File: src/rtl/apb_loader.sv
// -----------------------------------------------------------------------------
// apb_loader
//
// Bus initiator for the watermarking register bank. It accepts one command at
// a time and turns it into register-bank bus activity:
//   op 00 : single write of cmd_data to cmd_addr
//   op 01 : single read of cmd_addr, result returned on rsp_data/rsp_valid
//   op 10 : burst write of cmd_len stream words starting at cmd_addr,
//           address auto-incrementing and wrapping at the address width
//   op 11 : start write, cmd_data[0] written to CTRL at address 0
// Every bus output is driven from a register updated on the rising edge, so
// the bank, which samples on the falling edge, always sees stable values.
//
// Ports
//   clk, rst                      clock and asynchronous active-high reset
//   cmd_valid/cmd_ready           command handshake
//   cmd_op, cmd_addr, cmd_data,
//   cmd_len                       command fields, latched at the handshake
//   strm_valid/strm_ready,
//   strm_data                     burst data stream
//   rsp_valid, rsp_data           read result, one-cycle pulse
//   done                          one-cycle pulse when a command completes
//   busy                          high while a command is in progress
//   bus_write_en, bus_addr,
//   bus_wdata, bus_rdata          register bank port
// -----------------------------------------------------------------------------
module apb_loader #(
    parameter int Amba_Word       = 16,
    parameter int Amba_Addr_Depth = 20,
    parameter int Len_Width       = 20
) (
    input  logic                       clk,
    input  logic                       rst,
    input  logic                       cmd_valid,
    output logic                       cmd_ready,
    input  logic [1:0]                 cmd_op,
    input  logic [Amba_Addr_Depth-1:0] cmd_addr,
    input  logic [Amba_Word-1:0]       cmd_data,
    input  logic [Len_Width-1:0]       cmd_len,
    input  logic                       strm_valid,
    output logic                       strm_ready,
    input  logic [Amba_Word-1:0]       strm_data,
    output logic                       rsp_valid,
    output logic [Amba_Word-1:0]       rsp_data,
    output logic                       done,
    output logic                       busy,
    output logic                       bus_write_en,
    output logic [Amba_Addr_Depth-1:0] bus_addr,
    output logic [Amba_Word-1:0]       bus_wdata,
    input  logic [Amba_Word-1:0]       bus_rdata
);

    typedef enum logic [2:0] {
        IDLE,
        WR,
        RD,
        BURST,
        FIN
    } state_t;

    localparam logic [Len_Width-1:0]       LenOne  = {{(Len_Width-1){1'b0}}, 1'b1};
    localparam logic [Amba_Addr_Depth-1:0] AddrOne = {{(Amba_Addr_Depth-1){1'b0}}, 1'b1};

    state_t                       r_state;
    logic                         r_cmd_ready;
    logic                         r_strm_ready;
    logic                         r_rsp_valid;
    logic [Amba_Word-1:0]         r_rsp_data;
    logic                         r_done;
    logic                         r_busy;
    logic                         r_bus_write_en;
    logic [Amba_Addr_Depth-1:0]   r_bus_addr;
    logic [Amba_Word-1:0]         r_bus_wdata;
    logic [Amba_Addr_Depth-1:0]   r_addr_cnt;
    logic [Len_Width-1:0]         r_remaining;

    logic                         w_cmd_fire;
    logic                         w_strm_fire;

    assign w_cmd_fire  = cmd_valid && r_cmd_ready;
    assign w_strm_fire = strm_valid && r_strm_ready;

    always_ff @(posedge clk or posedge rst) begin
        if (rst) begin
            r_state        <= IDLE;
            r_cmd_ready    <= 1'b1;
            r_strm_ready   <= 1'b0;
            r_rsp_valid    <= 1'b0;
            r_rsp_data     <= '0;
            r_done         <= 1'b0;
            r_busy         <= 1'b0;
            r_bus_write_en <= 1'b0;
            r_bus_addr     <= '0;
            r_bus_wdata    <= '0;
            r_addr_cnt     <= '0;
            r_remaining    <= '0;
        end else begin
            // Pulses and the write strobe last a single cycle unless re-armed.
            r_done         <= 1'b0;
            r_rsp_valid    <= 1'b0;
            r_bus_write_en <= 1'b0;

            case (r_state)
                IDLE: begin
                    if (w_cmd_fire) begin
                        r_cmd_ready <= 1'b0;
                        r_busy      <= 1'b1;
                        case (cmd_op)
                            2'b00: begin
                                r_state        <= WR;
                                r_bus_write_en <= 1'b1;
                                r_bus_addr     <= cmd_addr;
                                r_bus_wdata    <= cmd_data;
                            end
                            2'b01: begin
                                r_state    <= RD;
                                r_bus_addr <= cmd_addr;
                            end
                            2'b10: begin
                                r_state      <= BURST;
                                r_addr_cnt   <= cmd_addr;
                                r_remaining  <= cmd_len;
                                r_strm_ready <= (cmd_len != '0);
                            end
                            default: begin
                                // Start: CTRL lives at address 0, only bit 0 matters.
                                r_state        <= WR;
                                r_bus_write_en <= 1'b1;
                                r_bus_addr     <= '0;
                                r_bus_wdata    <= {{(Amba_Word-1){1'b0}}, cmd_data[0]};
                            end
                        endcase
                    end
                end

                RD: begin
                    // bus_addr was presented last cycle; the bank has updated
                    // its data_out on the falling edge in between.
                    r_rsp_data  <= bus_rdata;
                    r_rsp_valid <= 1'b1;
                    r_done      <= 1'b1;
                    r_state     <= IDLE;
                    r_cmd_ready <= 1'b1;
                    r_busy      <= 1'b0;
                end

                BURST: begin
                    if (r_remaining == '0) begin
                        // Zero-length burst: complete without touching the bus.
                        r_done      <= 1'b1;
                        r_state     <= IDLE;
                        r_cmd_ready <= 1'b1;
                        r_busy      <= 1'b0;
                    end else if (w_strm_fire) begin
                        r_bus_write_en <= 1'b1;
                        r_bus_addr     <= r_addr_cnt;
                        r_bus_wdata    <= strm_data;
                        r_addr_cnt     <= r_addr_cnt + AddrOne;
                        r_remaining    <= r_remaining - LenOne;
                        if (r_remaining == LenOne) begin
                            // Close the stream on the same edge as the last
                            // word so no extra word can be taken.
                            r_strm_ready <= 1'b0;
                            r_state      <= FIN;
                        end
                    end
                end

                WR, FIN: begin
                    r_done      <= 1'b1;
                    r_state     <= IDLE;
                    r_cmd_ready <= 1'b1;
                    r_busy      <= 1'b0;
                end

                default: begin
                    r_state      <= IDLE;
                    r_cmd_ready  <= 1'b1;
                    r_strm_ready <= 1'b0;
                    r_busy       <= 1'b0;
                end
            endcase
        end
    end

    assign cmd_ready    = r_cmd_ready;
    assign strm_ready   = r_strm_ready;
    assign rsp_valid    = r_rsp_valid;
    assign rsp_data     = r_rsp_data;
    assign done         = r_done;
    assign busy         = r_busy;
    assign bus_write_en = r_bus_write_en;
    assign bus_addr     = r_bus_addr;
    assign bus_wdata    = r_bus_wdata;

endmodule

File: config.mk
export PLATFORM = sky130hd
export DESIGN_NAME = apb_loader
export DESIGN_NICKNAME = d
export VERILOG_FILES = /design/src/rtl/apb_loader.sv
export SDC_FILE = /design/constraint.sdc
export NUM_CORES = 1
export LEC_CHECK = 0
export ABC_AREA = 1
export BUFFER_PORTS_ARGS = -buffer_cell sky130_fd_sc_hd__buf_4
export CORE_MARGIN = 2
export CORE_UTILIZATION = 58
export DETAILED_ROUTE_END_ITERATION = 6
export PLACE_DENSITY = 0.87
export SYNTH_ARGS = -nofsm -noshare
export SYNTH_HDL_FRONTEND = slang
export SYNTH_SLANG_ARGS = --single-unit
File: constraint.sdc
create_clock -name clk -period 4.5 [get_ports clk]
set_input_delay 0.45 -clock clk [delete_from_list [all_inputs] [get_ports clk]]
set_output_delay 0.45 -clock clk [all_outputs]
set_load 0.1 [all_outputs]
==> results.json <==
{
  "synth.distinct_cells": 35,
  "yosysTopAreaCell": "dfrtp_1",
  "postCtsHoldBufs": 0,
  "grt_util_met2_pct": 44.9,
  "worstPathArrival_ns": 3.15,
  "cts_root_buf": "clkbuf_8",
  "drt-initial-drc-count": 347,
  "setup_tns_ns": 0,
  "critPathLaunchType": "register",
  "fp.dieH_um": 106,
  "grt_use_met3_pct": 4.54,
  "post_cts_buffers": 0,
  "layout-drive-gt1-share_pct": 18.7,
  "fmax_ghz": 0.348,
  "cp-end-kind": "register",
  "core_area_mm2": 0.0102,
  "grt_max_degree": 95,
  "cts_tree": "built",
  "path_max_fanout": 55,
  "slew_headroom_pct": 18.2,
  "worst_slack_ns": 1.63,
  "rsz0062_at_grt": "no",
  "grt_usage_pct": 27.2,
  "post_cts_resized": 0,
  "vias_per_cell": 5.19,
  "path_common_cell": "nand2_1",
  "hold_path_class": "in2async",
  "routedWlPerCell_um": 12.9,
  "reg2reg_slack_ns": 1.63,
  "yosys.area.top_type_share_pct": 41.4,
  "slowest_stage": "nand3_1",
  "cap_violations": 0,
  "syn-num-nets": 990,
  "fillers": 877,
  "ios": 152,
  "netlist_area_mm2": 0.00604,
  "status": "completed",
  "yosys_warnings": 0,
  "final_cells": 1157,
  "finish.utilization_pct": 71.7,
  "die_x_um": 106,
  "via_count": 6009,
  "r2r-end": "bus_addr[11]$_DFFE_PP0P_",
  "clk_pin_slew_ns": 0.11,
  "cts.sinks": 101,
  "dr.pass1.iters": 7,
  "crit_type": "reg2reg",
  "synth_cells": 890,
  "insertedDiodeCount": 0,
  "syn_to_final_growth_pct": 21.3,
  "avgSynthCellArea_um2": 6.79,
  "hold_viol_final": 0,
  "yosys-top-cells-area": "dfrtp_1 (41%), nand2_1 (24%), inv_1 (5.6%), o21ai_0 (5.0%), nand3_1 (4.0%)",
  "worst_slew_pin_slew_ns": 1.23,
  "grt_most_used_layer": "met2",
  "gp_congestion": 0.877,
  "fin_crit_sh_pct": 63.8,
  "io_buffers": 151,
  "antenna_found_initial": 0,
  "postRouteAntennaNets": 0,
  "cpPeakStageDelay_ns": 0.65,
  "synth-seq-area-share_pct": 41.8,
  "grt_pass1_vias": 5564,
  "r2r.worst_path.cells": 9,
  "fin_nets": 1116,
  "detail_route.wirelength_um": 14900,
  "r2r_start": "r_state[0]$_DFFE_PP0P_",
  "dp.cells": 1141,
  "rows": 37,
  "fin_skew_ns": 0.0132,
  "met1_usage_pct": 36.2,
  "dp_hpwl_um": 10600,
  "grt_pass1_wl_um": 25000,
  "setup_violations": 0,
  "die-area_mm2": 0.0113,
  "synth-seq-cells": 101,
  "insertion_delay_ns": 0.38,
  "numCtsBuffers": 9,
  "path_cells": "nand2_1 -> nor2_4 -> inv_2 -> nand2_1 -> o21ai_0 -> inv_1 -> nand3_1 -> nand2_1 -> nand2_1",
  "initial_core_util_pct": 59.1,
  "cts.path.max_buffers": 2,
  "drc_errors": 0,
  "fin_crit_ns": 2.87,
  "cts_max_level": 3,
  "required_ns": 4.78,
  "pre_cts_slack_ns": 1.66,
  "overflow": 0,
  "maxSlewViolCount": 0
}
## routing by layer
metal | part of all wire [%] | up-vias
met5 | 0 | -
met4 | 2.5 | 0
met3 | 5.7 | 38
met2 | 48 | 185
met1 | 44 | 2718
li1 | - | 3068
## cell type report
class                           instances  area [um2]  share of cell area, %
Clock buffer                           11         141                   1.93
Clock inverter                          5        45.0                  0.614
Inverter                               91         344                   4.69
Multi-Input combinational cell        658        2940                   40.1
Sequential cell                       101        2530                   34.5
Tap cell                              136         170                   2.32
Timing Repair Buffer                  155        1160                   15.9
## placed cells by master, fill, tap and decap left out
master	count
nor2_4	4
clkinvlp_4	1
nand3b_1	2
nor2_2	1
ha_1	6
nand2_4	1
inv_1	89
and3_1	2
nor3_2	1
nand2_2	3
o21a_1	2
nand4_1	33
dfrtp_1	100
inv_8	1
dfstp_2	1
o21ai_1	16
o21ai_0	60
inv_2	1
nand2_1	388
o21ai_2	2
a31oi_1	1
nand3_1	48
o22ai_1	11
nor4_1	1
clkinv_4	3
clkbuf_1	1
clkbuf_8	10
buf_4	155
nand3_2	1
o31ai_1	5
nand3_4	1
a21oi_1	5
or2_2	4
xnor2_1	1
nor2_1	58
inv_4	1
o211ai_1	1
## worst max-delay path: cells and delay by family (launching register included)
family                 cells  cell delay, ns
and+or+nand+nor            6            1.44
AOI/OAI and AO/OA          1            0.13
DFF                        1            0.41
buffers and inverters      2            0.79
## cell families (layout without fill, tap and decap cells)
group	Yosys count	count (layout)	synth area share, %
and+or+nand+nor	548	548	38.0
buffers and inverters	131	262	9.50
AOI/OAI and AO/OA	103	103	9.23
DFF	101	101	41.8
adders and majority gates	6	6	1.24
xor gates and xnor gates	1	1	0.145
## registers in the layout, indices dropped and copies added, names as in the netlist, 3 cells and up
signal       count
rsp_data        16
bus_wdata       16
r_addr_cnt      20
r_state          3
r_remaining     20
bus_addr        20
## synth_stat cells
library cell / count
nand2_4: 1
o21ai_1: 16
nand2_2: 3
o21ai_0: 60
buf_2: 15
inv_2: 1
dfstp_2: 1
or2_2: 4
inv_1: 90
buf_1: 1
dfrtp_1: 100
nor2_2: 1
buf_6: 6
nand4_1: 33
nor4_1: 1
nand2_1: 388
o21ai_2: 2
nor2_1: 58
o22ai_1: 11
o21a_1: 2
nand3b_1: 2
a21oi_1: 5
nor2_4: 4
o31ai_1: 5
nand3_2: 1
buf_4: 5
clkbuf_1: 13
and3_1: 2
a31oi_1: 1
nand3_4: 1
ha_1: 6
xnor2_1: 1
o211ai_1: 1
nand3_1: 48
nor3_2: 1
## worst max-delay path by stage
| stage | end | from |
|---|---|---|
| floorplan | bus_addr[0]$_DFFE_PP0P_ | rst |
| global placement | bus_addr[4]$_DFFE_PP0P_ | r_state[0]$_DFFE_PP0P_ |
| detailed placement | bus_addr[11]$_DFFE_PP0P_ | r_state[0]$_DFFE_PP0P_ |
| CTS | bus_addr[11]$_DFFE_PP0P_ | r_state[0]$_DFFE_PP0P_ |
| global route | bus_addr[6]$_DFFE_PP0P_ | r_state[0]$_DFFE_PP0P_ |
| finish | bus_addr[11]$_DFFE_PP0P_ | r_state[0]$_DFFE_PP0P_ |
## through the flow
stage                     cell area [um2]  hold WS, ns
after global placement               7150        0.458
after CTS                            7330        0.258
after global routing                 7330        0.265
after floorplan                      6040        0.449
final                                7330        0.233
after detailed placement             7150        0.462
Power is not shown: default switching activity piles up to over one toggle a cycle in this logic, so the estimate is an artifact.
